[src/rtl/fetch_pkg.sv]
// Shared types and constants for the instruction-fetch sequencer.
package fetch_pkg;

  localparam int unsigned XLEN_DEF = 32;
  localparam logic [31:0] NOP      = 32'h0000_0013;

  typedef enum logic [2:0] {
    StIdle,
    StReq,
    StWait,
    StHold,
    StDrain
  } fetch_state_t;

endpackage

[src/rtl/fetch_ctrl.sv]
// Instruction-fetch sequencer: one outstanding imem request, PC stall/load control and the
// IF/ID holding register with a valid/ready handshake towards decode.
module fetch_ctrl
  import fetch_pkg::*;
#(
  parameter int unsigned XLEN = XLEN_DEF
) (
  input  logic            clk,
  input  logic            rst,
  input  logic [XLEN-1:0] pc_in,
  output logic            pc_stall,
  output logic            pc_load,
  output logic [XLEN-1:0] new_pc,
  input  logic            redirect,
  input  logic [XLEN-1:0] redirect_pc,
  output logic            imem_req,
  output logic [XLEN-1:0] imem_addr,
  input  logic            imem_gnt,
  input  logic            imem_rvalid,
  input  logic [XLEN-1:0] imem_rdata,
  output logic            if_valid,
  output logic [XLEN-1:0] if_instr,
  output logic [XLEN-1:0] if_pc,
  input  logic            id_ready,
  output logic            flush
);

  fetch_state_t    state_q, state_d;
  logic [XLEN-1:0] req_pc_q, req_pc_d;
  logic            if_valid_q, if_valid_d;
  logic [XLEN-1:0] if_instr_q, if_instr_d;
  logic [XLEN-1:0] if_pc_q, if_pc_d;

  always_comb begin
    state_d    = state_q;
    req_pc_d   = req_pc_q;
    if_valid_d = if_valid_q;
    if_instr_d = if_instr_q;
    if_pc_d    = if_pc_q;
    imem_req   = 1'b0;
    imem_addr  = pc_in;
    pc_stall   = 1'b1;
    pc_load    = 1'b0;
    new_pc     = '0;
    flush      = 1'b0;

    unique case (state_q)
      StIdle: state_d = StReq;
      StReq: begin
        imem_req = ~redirect;
        if (!redirect && imem_gnt) begin
          req_pc_d = pc_in;
          pc_stall = 1'b0;
          state_d  = StWait;
        end
      end
      StWait: begin
        if (imem_rvalid && !redirect) begin
          if_instr_d = imem_rdata;
          if_pc_d    = req_pc_q;
          if_valid_d = 1'b1;
          state_d    = StHold;
        end
      end
      StHold: begin
        if (id_ready) begin
          if_valid_d = 1'b0;
          state_d    = StReq;
        end
      end
      StDrain: begin
        if (imem_rvalid) state_d = StReq;
      end
      default: state_d = StIdle;
    endcase

    // A redirect overrides everything; a fetch still in flight must be drained first.
    if (redirect) begin
      pc_load    = 1'b1;
      pc_stall   = 1'b0;
      new_pc     = {redirect_pc[XLEN-1:2], 2'b00};
      flush      = 1'b1;
      if_valid_d = 1'b0;
      if ((state_q == StWait || state_q == StDrain) && !imem_rvalid) begin
        state_d = StDrain;
      end else begin
        state_d = StReq;
      end
    end

    if (rst) begin
      imem_req = 1'b0;
      pc_stall = 1'b1;
      pc_load  = 1'b0;
      new_pc   = '0;
      flush    = 1'b0;
    end
  end

  always_ff @(posedge clk) begin
    if (rst) begin
      state_q    <= StIdle;
      req_pc_q   <= '0;
      if_valid_q <= 1'b0;
      if_instr_q <= '0;
      if_pc_q    <= '0;
    end else begin
      state_q    <= state_d;
      req_pc_q   <= req_pc_d;
      if_valid_q <= if_valid_d;
      if_instr_q <= if_instr_d;
      if_pc_q    <= if_pc_d;
    end
  end

  assign if_valid = if_valid_q;
  assign if_instr = if_instr_q;
  assign if_pc    = if_pc_q;

endmodule
[config.mk]
export PLATFORM = sky130hd
export DESIGN_NAME = fetch_ctrl
export DESIGN_NICKNAME = d
export VERILOG_FILES = /design/src/rtl/fetch_pkg.sv /design/src/rtl/fetch_ctrl.sv
export SDC_FILE = /design/constraint.sdc
export NUM_CORES = 1
export LEC_CHECK = 0
export CORE_UTILIZATION = 41
export DETAILED_ROUTE_END_ITERATION = 6
export PLACE_DENSITY = 0.88
export SYNTH_ARGS = -nofsm -noshare
export SYNTH_HDL_FRONTEND = slang
export SYNTH_SLANG_ARGS = --single-unit
export TNS_END_PERCENT = 50
[constraint.sdc]
create_clock -name clk -period 3.47 [get_ports clk]
set_clock_uncertainty 0.1 [all_clocks]
set_input_delay 0.694 -clock clk [delete_from_list [all_inputs] [get_ports clk]]
set_output_delay 0.694 -clock clk [all_outputs]
set_load 0.01 [all_outputs]
Word-level counts from Yosys, hierarchy flattened. Index checks and enable logic that the tools add are counted.

Register bits: 100. Logic and storage cells: 49. Bits of input ports: 102.

Mux-type cells: 20. Bitwise gates (word level): 1. Equal/unequal tests: 10. Reductions and logical operators: 13.

Operators with widths (count): 2-to-1 mux 32 bit (2); 2-to-1 mux 3 bit (6); one-hot mux 3 bit (5 select lines) (1); inequality test 3 bit (second input constant) (4); 2-to-1 mux 1 bit (10); equality test 3 x 2 -> 1 bit (second input constant) (2); inequality test 2 bit (second input constant) (2); AND reduction 2 bit (2); AND reduction 4 bit (1); equality test 3 x 1 -> 1 bit (second input constant) (1); equality test 3 bit (second input constant) (1); logical AND 1 bit (3); zero test 3 bit (1); AND reduction 3 bit (1); zero test 1 bit (2); one-hot mux 1 bit (2 select lines) (1); nonzero test 2 bit (1); OR reduction 2 bit (1); logical OR 1 bit (1); inverter 1 bit (1).

Logic depth before layout (Yosys ltp).
Depth in word-level cells: 6. Gate-level depth with buffers: 7. Gate-level depth less buffers: 4.

Worst setup path before layout. Ideal clock, no wire load.

Path type: in2out. Start: input redirect. End: output new_pc[22]. Stages: 4. Data required time: 2.676 ns. Path buffers: 2. Path slack: 0.966 ns. Data arrival time: 1.710 ns. Path through: clkbuf_1 > nor2b_1 > clkbuf_1 > and2_1.

Word-level cells in the longest chain between the ends: 2.

Ends and longest elaborated chain: start: declaration (RTL line fetch_ctrl.sv:14) `input logic redirect,`; 2-to-1 mux 32 bit (RTL line fetch_ctrl.sv:78) `if (redirect) begin`; 2-to-1 mux 32 bit (RTL line fetch_ctrl.sv:91) `if (rst) begin`; end: declaration (RTL line fetch_ctrl.sv:13) `output logic [XLEN-1:0] new_pc,`.

Every way passes these cells.

Worst setup path after layout.
Start: input redirect. End: output new_pc[11].

The elaborated chain is that of the path after synthesis.

==> qor.yml <==
run_status:
  status: "finished, final reports clean"
sta:
  tightest_slew_ns: 0.645
  setup_viol: 0
  fin_crit_ns: 3.09
  setup_ws_ns: 0.385
  hold_viol: 0
  max_freq_mhz: 324
  rsz0062_at_grt: "no"
  period_share_pct: 88.9
  relSlewSlack_pct: 56.9
  hold_ws_ns: 0.348
  slew_violations: 0
  setup-tns-final_ns: 0
layout:
  diodes: 0
  seqCellArea_um2: 2000
  final_area_um2: 6320
  fillers: 729
  final_nets: 797
  drive_gt1_share_pct: 4.00
  multi_input_area_um2: 1600
  syn_to_final_growth_pct: 55.9
clocking:
  cts_hold_buffers: 0
  clock_path_buffers: 2
  htreeDepth: 3
  cts_buffers: 9
  cts_tree: "yes"
  cts_root_buffer: "clkbuf_8"
  cts_resized: 0
  clock_latency_ns: 0.35
  postCtsSetupRepairBufs: 0
  cts_sinks: 100
  cts.clk_slew.worst_paths_ns: 0.10
place:
  place_ws_ns: 0.406
  place.gp.congestion: 0.776
  numPortBuffers: 230
  place_area_um2: 6140
  dp_hpwl_um: 7810
floorplanning:
  die_h_um: 101
  die_w_um: 101
  rows: 35
  initial_utilization_pct: 43.0
  die_area_um2: 10300
  io_pins: 235
  coreArea_um2: 9420
synth:
  synth_seq_cells: 100
  synth_area_per_cell_um2: 7.81
  syn_inst: 519
  ys_types: 27
  ys_seq_area_share_pct: 49.4
  yosysTopAreaCell: "dfxtp_1"
  synthTopCellsByArea: "dfxtp_1, nand2_1, a21oi_1, buf_4, and2_1"
  synth_area_um2: 4050
  yosysWarningCount: 0
  netlist.area_leader.share_pct: 49.4
worst_setup_path:
  timing.rr.end: "if_pc[8]"
  cp_max_fo: 32
  reg2regPathDepth: 5
  rrSetupSlack_ns: 1.43
  cp_data_arrival_time_ns: 2.29
  cp.required_ns: 2.68
  r2r-start: "state_q[1]"
  startpoint_type: "primary input"
  path_class: "in -> out"
  crit_path_end_kind: "primary output"
grt:
  grt_pass1_wl_um: 16700
  grt_overflow: 0
  grtUsageTotal_pct: 20.5
  antenna_found_initial: 0
  grt_max_degree: 62
  grt_pass1_vias: 3800
detailed_routing:
  drc: 0
  wl_per_cell_um: 13.1
  firstDrtPassIters: 4
  wirelength_um: 10900
  drt-initial-drc-count: 125
  vias_per_cell: 4.76
  postRouteAntennaNets: 0
  vias: 3948
power_and_ir_drop:
  swShare_pct: 23.5
  switching_power_mw: 0.503
  intPower_mw: 1.63
  power_mw: 2.14
  p_seq_share_pct: 54.9
  leakagePower_nw: 2.14
  power_frac_comb_pct: 13.9
  power.density_nw_per_um2: 338
  clkPwrFrac_pct: 31.2
  vdd.ir_drop.worst_uv: 204
hold_path:
  hold_path.class: "reg -> reg"
  hold_start: "req_pc_q[23]"
  worstHoldPathCells: 2
  min_to: "if_pc[23]"
flow_run:
  max_cap_violations: 0
cells in the mapped netlist, drive strengths merged:
library cell	number
a311oi	1
buf	53
a21oi	100
nor2b	3
or2	1
nor2	3
nand3	1
clkbuf	19
o32ai	1
nor4	3
conb	1
nand2	193
nor4b	1
dfxtp	100
o21a	1
or4b	1
inv	1
nand2b	2
and2	30
a22oi	1
and3	1
o2bb2ai	1
nand3b	1
kinds of logic (layout without fill, tap and decap cells):
| kind of cell | after synthesis | in the layout | synth area share, % |
|---|---|---|---|
| flip-flops | 100 | 100 | 49.4 |
| other | 1 | 2 | 0.0925 |
| AO/OA/AOI/OAI | 105 | 105 | 13.4 |
| buffers and inverters | 73 | 253 | 11.5 |
| AND/OR/NAND/NOR | 240 | 240 | 25.6 |
power by group through the flow:
stage          Sequential [mW]  Combinational [mW]  Clock [mW]
6_report                  1.17               0.297       0.667
4_1_cts                   1.17               0.298       0.691
2_1_floorplan             1.20               0.126           0
5_1_grt                   1.17               0.318       0.735
3_3_place_gp              1.20               0.293           0
3_5_place_dp              1.20               0.297           0
per-stage QoR:
step           util [%]  std cells
6_report           67.1        829
5_1_grt            67.1        829
4_1_cts            67.1        829
3_5_place_dp       65.2        813
3_3_place_gp       65.2        813
2_1_floorplan         -        520
worst max path at each step:
| stage | start | to | slack [ns] | depth (start not counted) |
|---|---|---|---|---|
| after global routing | redirect | new_pc[11] | 0.27 | 5 |
| after CTS | redirect | new_pc[27] | 0.39 | 5 |
| final | redirect | new_pc[11] | 0.38 | 5 |
| after global placement | redirect | new_pc[10] | 0.44 | 5 |
| after detailed placement | redirect | new_pc[27] | 0.41 | 5 |
| after floorplan | redirect | new_pc[22] | 0.97 | 4 |
flip-flops by register name, summed over array words and instances, names as in the netlist:
name      count
state_q       3
if_valid      1
req_pc_q     32
if_pc        32
if_instr     32
cells in the final DEF, fill, tap and decap left out, drive strengths merged, types with 2 or more instances in the layout:
| cell | instances |
|---|---|
| inv | 2 |
| nor4 | 3 |
| nand2 | 193 |
| nor2 | 3 |
| nand2b | 2 |
| clkinvlp | 2 |
| buf | 7 |
| and2 | 30 |
| nor2b | 3 |
| dfxtp | 100 |
| a21oi | 100 |
| clkdlybuf4s50 | 229 |
| clkbuf | 12 |
| conb | 2 |
critical path: stages:
cell and delay [ns]:
clkdlybuf4s50_1 0.48, nor2b_1 0.14, buf_4 0.26, and2_1 0.17, clkdlybuf4s50_1 0.54
final cells by class:
cell class	instances	share of cell area, %
timing repair buffer	236	37.5
clock buffer	12	2.30
clock inverter	4	0.515
multi-input combinational	347	25.4
tap	129	2.56
sequential	100	31.7
inverter	1	0.0594
metal layers:
| layer | track usage (%) | vias up | share of wire, % |
|---|---|---|---|
| li1 | - | 1973 | - |
| met1 | 21.8 | 1813 | 39 |
| met2 | 39.3 | 141 | 53 |
| met3 | 3.86 | 21 | 5.6 |
| met4 | 8.70 | 0 | 2.2 |
| met5 | 0 | - | 0 |
(Power assumes the default switching activity.)
